<file path="config.mk">
export PLATFORM = sky130hd
export DESIGN_NAME = dag_addr_gen
export DESIGN_NICKNAME = d
export VERILOG_FILES = /design/src/rtl/dag_addr_gen.sv
export SDC_FILE = /design/constraint.sdc
export NUM_CORES = 1
export LEC_CHECK = 0
export BUFFER_PORTS_ARGS = -buffer_cell sky130_fd_sc_hd__buf_2
export CORE_ASPECT_RATIO = 1.75
export CORE_UTILIZATION = 60
export CTS_BUF_LIST = sky130_fd_sc_hd__clkbuf_4 sky130_fd_sc_hd__clkbuf_8 sky130_fd_sc_hd__clkbuf_16
export CTS_CLUSTER_SIZE = 30
export DETAILED_ROUTE_END_ITERATION = 8
export PLACE_DENSITY = 0.79
export SLEW_MARGIN = 30
export SYNTH_ARGS = -nofsm -noshare
export SYNTH_HDL_FRONTEND = slang
export SYNTH_SLANG_ARGS = --single-unit
</file>
<file path="constraint.sdc">
create_clock -name clk -period 6.9 [get_ports clk]
set_input_delay 0.345 -clock clk [delete_from_list [all_inputs] [get_ports clk]]
set_output_delay 0.345 -clock clk [all_outputs]
set_load 0.02 [all_outputs]
</file>
<file path="src/rtl/dag_addr_gen.sv">
// dag_addr_gen: data address generator that sits behind the program sequencer.
// It holds eight I/M/L/B register sets. Each op computes an effective address,
// with optional circular-buffer wrapping, and registers it either to the data
// memory bus or back to the sequencer as a jump/call target.
//
// Ports
//   clk, rst               clock; asynchronous active-low reset
//   ps_dg_en               perform a DAG op this cycle
//   ps_dg_dgsclt           1: result to dg_ps_add, 0: result to dg_dm_add
//   ps_dg_mdfy             1: pre-modify (I unchanged), 0: post-modify (I updated)
//   ps_dg_iadd/ps_dg_madd  I/L/B index and M index
//   ps_dg_wrt_en/_wrt_add  ureg write strobe and address ({group, index})
//   ps_dg_rd_add           ureg read address (same encoding)
//   bc_dt                  ureg write data
//   dg_ps_add, dg_dm_add   registered addresses
//   dg_bc_dt               combinational ureg read data
module dag_addr_gen #(
    parameter int DW = 16
) (
    input  logic          clk,
    input  logic          rst,
    input  logic          ps_dg_en,
    input  logic          ps_dg_dgsclt,
    input  logic          ps_dg_mdfy,
    input  logic [2:0]    ps_dg_iadd,
    input  logic [2:0]    ps_dg_madd,
    input  logic          ps_dg_wrt_en,
    input  logic [4:0]    ps_dg_wrt_add,
    input  logic [4:0]    ps_dg_rd_add,
    input  logic [DW-1:0] bc_dt,
    output logic [DW-1:0] dg_ps_add,
    output logic [DW-1:0] dg_dm_add,
    output logic [DW-1:0] dg_bc_dt
);

    localparam logic [1:0] GRP_I = 2'b00;
    localparam logic [1:0] GRP_M = 2'b01;
    localparam logic [1:0] GRP_L = 2'b10;
    localparam logic [1:0] GRP_B = 2'b11;

    logic [DW-1:0] i_q [8];
    logic [DW-1:0] i_d [8];
    logic [DW-1:0] m_q [8];
    logic [DW-1:0] m_d [8];
    logic [DW-1:0] l_q [8];
    logic [DW-1:0] l_d [8];
    logic [DW-1:0] b_q [8];
    logic [DW-1:0] b_d [8];
    logic [DW-1:0] ps_add_q, ps_add_d;
    logic [DW-1:0] dm_add_q, dm_add_d;

    // Address datapath: uses pre-edge register values only.
    logic [DW-1:0] cur_i, cur_m, cur_l, cur_b;
    logic [DW-1:0] sum, nxt, ea;
    logic [DW:0]   lim;
    logic          wrap_hi, wrap_lo;

    always_comb begin
        cur_i = i_q[ps_dg_iadd];
        cur_m = m_q[ps_dg_madd];
        cur_l = l_q[ps_dg_iadd];
        cur_b = b_q[ps_dg_iadd];
        sum   = cur_i + cur_m;
        // B+L is compared one bit wider so a buffer ending at the top of the
        // address space does not wrap to a small limit.
        lim     = {1'b0, cur_b} + {1'b0, cur_l};
        wrap_hi = (cur_l != '0) && !cur_m[DW-1] && ({1'b0, sum} >= lim);
        wrap_lo = (cur_l != '0) &&  cur_m[DW-1] && (sum < cur_b);
        nxt = sum;
        if (wrap_hi)      nxt = sum - cur_l;
        else if (wrap_lo) nxt = sum + cur_l;
        ea = ps_dg_mdfy ? nxt : cur_i;
    end

    always_comb begin
        i_d      = i_q;
        m_d      = m_q;
        l_d      = l_q;
        b_d      = b_q;
        ps_add_d = ps_add_q;
        dm_add_d = dm_add_q;
        if (ps_dg_en) begin
            if (ps_dg_dgsclt) ps_add_d = ea;
            else              dm_add_d = ea;
            if (!ps_dg_mdfy)  i_d[ps_dg_iadd] = nxt;
        end
        // Ureg writes come last so they override a same-edge post-modify.
        if (ps_dg_wrt_en) begin
            unique case (ps_dg_wrt_add[4:3])
                GRP_I: i_d[ps_dg_wrt_add[2:0]] = bc_dt;
                GRP_M: m_d[ps_dg_wrt_add[2:0]] = bc_dt;
                GRP_L: l_d[ps_dg_wrt_add[2:0]] = bc_dt;
                GRP_B: begin
                    b_d[ps_dg_wrt_add[2:0]] = bc_dt;
                    i_d[ps_dg_wrt_add[2:0]] = bc_dt;
                end
            endcase
        end
    end

    always_ff @(posedge clk or negedge rst) begin
        if (!rst) begin
            for (int j = 0; j < 8; j++) begin
                i_q[j] <= '0;
                m_q[j] <= '0;
                l_q[j] <= '0;
                b_q[j] <= '0;
            end
            ps_add_q <= '0;
            dm_add_q <= '0;
        end else begin
            i_q      <= i_d;
            m_q      <= m_d;
            l_q      <= l_d;
            b_q      <= b_d;
            ps_add_q <= ps_add_d;
            dm_add_q <= dm_add_d;
        end
    end

    // Ureg read with write-data bypass; post-modify results are not bypassed.
    always_comb begin
        dg_bc_dt = '0;
        if (ps_dg_wrt_en && (ps_dg_wrt_add == ps_dg_rd_add)) begin
            dg_bc_dt = bc_dt;
        end else begin
            unique case (ps_dg_rd_add[4:3])
                GRP_I: dg_bc_dt = i_q[ps_dg_rd_add[2:0]];
                GRP_M: dg_bc_dt = m_q[ps_dg_rd_add[2:0]];
                GRP_L: dg_bc_dt = l_q[ps_dg_rd_add[2:0]];
                GRP_B: dg_bc_dt = b_q[ps_dg_rd_add[2:0]];
            endcase
        end
    end

    assign dg_ps_add = ps_add_q;
    assign dg_dm_add = dm_add_q;

endmodule

</file>
* Word-level counts from Yosys, hierarchy flattened *
Cells that the tools add are included.

cells by class
  add/sub/neg operators = 4
  multipliers = 0
  div/mod/pow operators = 0
  order comparisons = 8
  equality and inequality tests = 7
  shift-type cells = 0
  multiplexer cells = 42
  bitwise operators = 5
  reductions and logical operators = 17

operators by type and width
  kind                                                      number
  bitwise mux 128 bit                                       5
  two-way mux 128 bit                                       4
  binary-select mux 16 bit (select 3 bit)                   8
  two-way mux 16 bit                                        22
  demux 16 bit (select 3 bit)                               2
  one-hot mux 16 bit (4 select lines)                       1
  adder 16 bit                                              2
  adder 16 x 16 -> 17 bit                                   1
  greater-or-equal comparator 16 x 17 -> 1 bit              1
  greater-or-equal comparator 4 bit, second input constant  4
  < comparator 16 bit                                       1
  NOT 3 -> 4 bit                                            4
  nonzero test 16 bit                                       1
  subtractor 16 bit                                         1
  AND reduction 2 bit                                       5
  == test 2 bit, second input constant                      4
  < comparator 4 x 1 -> 1 bit, second input constant        2
  logical AND 1 bit                                         7
  == test 5 bit                                             1
  == test 2 x 1 -> 1 bit, second input constant             2
  zero test 2 bit                                           2
  OR reduction 2 bit                                        1
  zero test 1 bit                                           1
  NOT 1 bit                                                 1

storage, ports and cells
  bits in registers = 544
  bits in latches = 0
  bits in writable memories = 0
  memory bits (read-only) = 0
  input bits = 38
  output and inout port bits = 48
  word-level logic and storage cells = 117
  memories = 0

* Depth between registers and ports, before layout *
  depth in word-level cells = 15
  gate-level depth with buffers = 38
  depth with buffers taken out = 28

* Least setup slack after synthesis *
No wires, ideal clock.

  kind = input-to-reg
  start point = input ps_dg_iadd[0]
  end point = register dm_add_q[14] (netlist: dg_dm_add[14])
  setup time = 125 ps
  arrival time = 7,320 ps
  data required time = 6,775 ps
  path slack = -544 ps
  stages = 37
  buffers on the path = 10
  cells stage by stage = buf_4 buf_8 buf_12 buf_12 buf_12 clkbuf_1 buf_1 clkbuf_1 mux2_2 a22oi_1 nor2_1 nor3_1 inv_1 ha_1 a21o_1 a21oi_1 o21bai_1 a21oi_1 o21bai_1 a21oi_1 o21ai_0 a31oi_1 nor2_1 a21o_1 xnor2_1 ha_1 and3_1 and3b_1 a221oi_1 and3_1 o311ai_1 and2_1 buf_2 buf_2 a32oi_2 a31oi_1 mux2_2

on the way
  cells in the longest elaborated chain, start to end = 10
  elaborated cells between the ends (all ways) = 24
  those cells by class = 4 x add/sub; 2 x order compare; 12 x mux; 1 x bitwise; 5 x reduce/logical

ends and longest elaborated chain
  item                                                               RTL line    RTL
  from (decl)                                                        25          input logic [2:0] ps_dg_iadd,
  NOT 3 -> 4 bit (not written as such) *                             59, 61, 62
  binary-select mux 16 bit (select 3 bit), on equally long branches  59, 61
  two-way mux 16 bit, on equally long branches (2 in series)         59, 61
  adder 16 bit / nonzero test 16 bit (equally long branches)         63, 67, 68
  < comparator 16 bit / logical AND 1 bit (equally long branches)    68          wrap_lo = (cur_l != '0) && cur_m[DW-1] && (sum < cur_b);
  logical AND 1 bit                                                  68
  two-way mux 16 bit                                                 71          else if (wrap_lo) nxt = sum + cur_l;
  two-way mux 16 bit                                                 70          if (wrap_hi) nxt = sum - cur_l;
  two-way mux 16 bit *                                               72          ea = ps_dg_mdfy ? nxt : cur_i;
  to (signal assigned)                                               117         dm_add_q <= dm_add_d;
  to (decl)                                                          50          logic [DW-1:0] dm_add_q, dm_add_d;

Every way passes the cells marked *; elsewhere a longest branch is shown, timed or not. The select of a mux whose other input is x is not followed.
A chain may end at the register's enable or synchronous reset.

* Worst setup path in the final report *
  start point = register m_q[64] in the netlist's numbering
  end point = register ps_add_q[15] (netlist: dg_ps_add[15])

on the way
  cells in the longest elaborated chain, start to end = 9
  elaborated cells between the ends (all ways) = 13
  those cells by class = 3 x add/sub; 2 x order compare; 6 x mux; 2 x reduce/logical

ends and longest elaborated chain
  item                                                      RTL line  RTL
  from (decl)                                               43        logic [DW-1:0] m_q [8];
  from (signal assigned)                                    113       m_q <= m_d;
  binary-select mux 16 bit (select 3 bit) *                 60        cur_m = m_q[ps_dg_madd];
  two-way mux 16 bit (not written as such) * (2 in series)  60
  adder 16 bit *                                            63        sum = cur_i + cur_m;
  < comparator 16 bit                                       68
  logical AND 1 bit                                         68
  two-way mux 16 bit                                        71
  two-way mux 16 bit *                                      70
  two-way mux 16 bit *                                      72
  to (signal assigned)                                      116       ps_add_q <= ps_add_d;
  to (decl)                                                 49        logic [DW-1:0] ps_add_q, ps_add_d;

Marked as above.

==> out/results.txt <==
The run finished with clean final reports. For this run the aggregate overflow at the end of global routing stands at 0. Routability-driven placement finished with a final weighted congestion of 1.09.

The type of the worst min-delay path was input port to asynchronous set/reset pin. Among all flip-flop cells after synthesis, the most frequent one is sky130_fd_sc_hd__dfrtp_1. The H-tree was split into 2 levels. The die width was 182 um; the latest clock arrival within the worst-skew pair was 0.62 ns.

Data on the critical path arrives at its endpoint at 7.18 ns. Across the VDD grid, the largest voltage drop is 0.482 mV. Proportion of total power due to net switching: 0.430. The leakage power total came out at 16.7 nW.

After detailed routing, the number of remaining DRC violations is 0. The mux contribution to synthesized area is 0.316, and the fraction of final layout cells with drive strength greater than 1 is 0.407. The fraction of registers with async set or reset after synthesis is 1.00, and the cell count after synthesis is 2807. The analysis attributes to net switching a power of 7.58 mW. The synthesized design contains 544 register bits. The total number of placement rows was 115.

The worst setup path is launched from a flip-flop. For the final antenna-violating net count, the log shows 0. Of all nets on the critical path, the largest fanout is 9.

Buffers inserted during clock tree synthesis total 51. Total placed cells including tap cells: 3575. The fraction of the mapped netlist area in adder cells is 0.0361, and the maximum clock insertion buffer count is 3. The number of top-level pins was 86. Sequential cell fraction of total power: 0.274. The critical path in this run is classified as flip-flop to flip-flop. The worst clock skew on the final layout was 0.0206 ns; the portion of total power attributed to the clock network was 0.169. In this run the clock root is driven by a sky130_fd_sc_hd__clkbuf_16.

The run gives 87900 um as the total half-perimeter wirelength after legalization and detailed placement. The floorplan step defined a core boundary enclosing 56100 um^2. Post-route clock period utilization: 0.961.

Average cell area after synthesis: 12.1 um^2. The worst setup path is captured at a flip-flop. When the netlist entered floorplanning its net count stood at 2940.

Main combinational cell family by area after synthesis: multiplexers. For flop-to-flop paths, the worst setup slack is 0.27 ns. The actual transition at the worst max-transition pin works out to 1.15 ns. Cell internal power was estimated by the tool at 10.0 mW. The number of pins with negative max-slew slack in the final report came out at 0. The logs give 0.607 for the effective utilization at floorplan and 189000 um for the wire length of the first global-routing pass. The maximum achievable frequency was 0.151 GHz; the DRC marker count from the first detailed-route iteration was 3233. Clock tree synthesis found a total of 544 sinks. Port buffer count: 85. The clock period could shrink to 6.63 ns. The share of the synthesized netlist area taken by xor and xnor gates was 0.00823; the mean routed wirelength per cell was 34.7 um. The end-of-flow core utilization was 0.683. Normalized max-slew margin: 0.234. In this run the critical register-to-register path is captured at dg_ps_add[15]. Yosys mapped a number of flops with a built-in enable equal to 0.

The simple logic cell fraction of the synthesized area works out to 0.0602. The post-detailed-route via-to-cell ratio came out at 7.60. The sequential-to-total area share from yosys stat is 0.400, and the die area is 57800 um^2. Summing internal, switching and leakage power gives 17.6 mW.

The logs give 177 for the pin count of the biggest net entering global routing and 0 for the final count of negative-setup-slack endpoints. The max-capacitance violation count is 0. Setup repair after global routing left no endpoint under its margin. The via count of the first global-routing pass was 28783; the post-synthesis compound-gate area fraction was 0.145.

In this run the critical register-to-register path is launched from m_q[64]. The number of cells on the worst reg-to-reg path is 23. The layout has 3883 filler cells. In the final timing run, aggregate negative setup slack is 0 ns. The unique cell type count in the Yosys netlist was 96; the combinational share of power was 0.557. For the total wire length after detailed routing, the log shows 128000 um.

In this run the vertical extent of the chip is 317 um. The initial antenna violation count came out at 13. Count of final hold-check violations: 0. Routed via count: 27939. The clock-pin slew reported for the worst setup and hold paths after clock tree synthesis was 0.07 ns; the layout overhead on the synthesized area was 12.5%. Number of iterations in the first detailed-routing pass: 7. The cell area power density was 460 nW/um^2; the final standard cell count with taps included and fillers excluded was 3678.

The tools report the total global-route track usage as 0.451. The data required time of the worst path is 7.45 ns. The final layout contains 3064 nets. TritonCTS built the clock tree.

The mapped netlist covers 34100 um^2. The tools report the number of synthesis warnings as 0.
[layer usage]
layer	up-vias	GRT usage	share of wire
li1	11071	-	-
met1	13973	0.483	0.31
met2	2080	0.726	0.47
met5	-	0	0.00061
met4	14	0.385	0.11
met3	801	0.145	0.11
[cells in the mapped netlist, drive strengths merged (11+ instances only)]
cell type / number / area share
mux4: 203 / 0.13
a31oi: 14 / 0.0028
nor3: 35 / 0.0051
nand2: 103 / 0.011
a21oi: 107 / 0.016
inv: 60 / 0.0066
nand2b: 11 / 0.0020
clkbuf: 172 / 0.019
dfrtp: 544 / 0.40
o22ai: 38 / 0.0070
o221ai: 18 / 0.0050
o31ai: 17 / 0.0040
a22oi: 94 / 0.021
a21o: 16 / 0.0035
mux2: 489 / 0.16
o21a: 15 / 0.0033
o31a: 42 / 0.011
xor2: 16 / 0.0041
xnor2: 16 / 0.0041
a22o: 54 / 0.014
nor2b: 18 / 0.0033
mux2i: 67 / 0.020
ha: 91 / 0.033
and2: 14 / 0.0026
o22a: 47 / 0.012
or3: 13 / 0.0024
o21ai: 69 / 0.010
a31o: 51 / 0.013
nand3: 20 / 0.0029
nor2: 170 / 0.019
buf: 55 / 0.0098
[power by group through the flow]
| stage | Sequential (mW) | Combinational, mW | Clock [mW] |
|---|---|---|---|
| floorplan | 4.70 | 5.56 | 0 |
| global placement | 4.72 | 9.20 | 0 |
| detailed placement | 4.83 | 9.40 | 0 |
| CTS | 4.79 | 9.45 | 2.98 |
| global route | 4.92 | 10.3 | 3.10 |
| finish | 4.83 | 9.82 | 2.99 |
[through the flow]
step	cell area, um^2	hold WS [ns]	setup WS (ns)
floorplan	34100	0.0494	0.0316
global placement	36400	0.435	0.0677
detailed placement	36400	0.439	0.00219
CTS	38100	0.291	0.388
global route	38300	0.225	0.0577
finish	38300	0.189	0.269
[cells in the final DEF (no fill, tap or decap), drive strengths merged, types with 51 or more instances in the layout]
cell type	n
buf	296
nor2	170
a22o	54
mux2i	67
o21ai	69
a21oi	107
ha	91
a22oi	94
a31o	51
mux2	489
mux4	203
inv	65
clkbuf	76
dfrtp	544
nand2	103
[critical path: stages (launching register included)]
cell and delay (ns):
sky130_fd_sc_hd__dfrtp_1 0.39, sky130_fd_sc_hd__mux4_2 0.47, sky130_fd_sc_hd__mux2_2 0.35, sky130_fd_sc_hd__ha_1 0.29, sky130_fd_sc_hd__fa_1 0.65, sky130_fd_sc_hd__a211oi_1 0.36, sky130_fd_sc_hd__o21ai_1 0.16, sky130_fd_sc_hd__nand2_1 0.20
sky130_fd_sc_hd__xor2_1 0.40, sky130_fd_sc_hd__inv_1 0.13, sky130_fd_sc_hd__buf_4 0.18, sky130_fd_sc_hd__ha_1 0.30, sky130_fd_sc_hd__buf_4 0.16, sky130_fd_sc_hd__inv_1 0.08, sky130_fd_sc_hd__a21o_1 0.16, sky130_fd_sc_hd__a41oi_1 0.26
sky130_fd_sc_hd__o211ai_1 0.25, sky130_fd_sc_hd__a41oi_1 0.51, sky130_fd_sc_hd__nand2_1 0.12, sky130_fd_sc_hd__a21boi_0 0.30, sky130_fd_sc_hd__nor3_1 0.10, sky130_fd_sc_hd__buf_4 0.19, sky130_fd_sc_hd__nor3_1 0.34, sky130_fd_sc_hd__o22a_1 0.21
[state kept, by name, indices dropped and copies added, names as in the netlist]
name       count
b_q          128
l_q          128
dg_ps_add     16
dg_dm_add     16
m_q          128
i_q          128
[worst max-delay path by stage]
stage	start	endpoint	slack, ns	cells past startpoint
6_report	m_q[64]	dg_ps_add[15]	0.27	23
5_1_grt	m_q[64]	dg_ps_add[15]	0.06	24
4_1_cts	m_q[64]	dg_ps_add[15]	0.39	21
3_5_place_dp	ps_dg_iadd[0]	dg_ps_add[15]	0.002	25
3_3_place_gp	ps_dg_iadd[0]	i_q[122]	0.07	31
2_1_floorplan	ps_dg_iadd[0]	dg_dm_add[14]	0.03	37
[logic make-up after synthesis]
group	after synthesis
compound gates	653
mux	759
buf+inv	288
simple gates	435
xor+xnor	32
fa+ha+maj	96
flops	544
[timing repair]
action | in CTS | in global routing
hold endpoints to repair | 112 | 0
gates resized for setup | 0 | 4
endpoints found under the setup margin | 0 | 108
hold buffers | 1 | 0
buffers inserted | 0 | 0
[cell type report]
cell class / count / area [um^2] / area share
diodes: 4 / 10.0 / 0.000261
clock buffers: 75 / 1520 / 0.0396
clock inverters: 19 / 213 / 0.00555
inverters: 61 / 229 / 0.00598
multi-input cells: 1975 / 19400 / 0.505
flip-flops and latches: 544 / 13600 / 0.355
well taps: 702 / 878 / 0.0229
repair buffers: 298 / 2500 / 0.0652
Power figures use the tool's default switching activity.
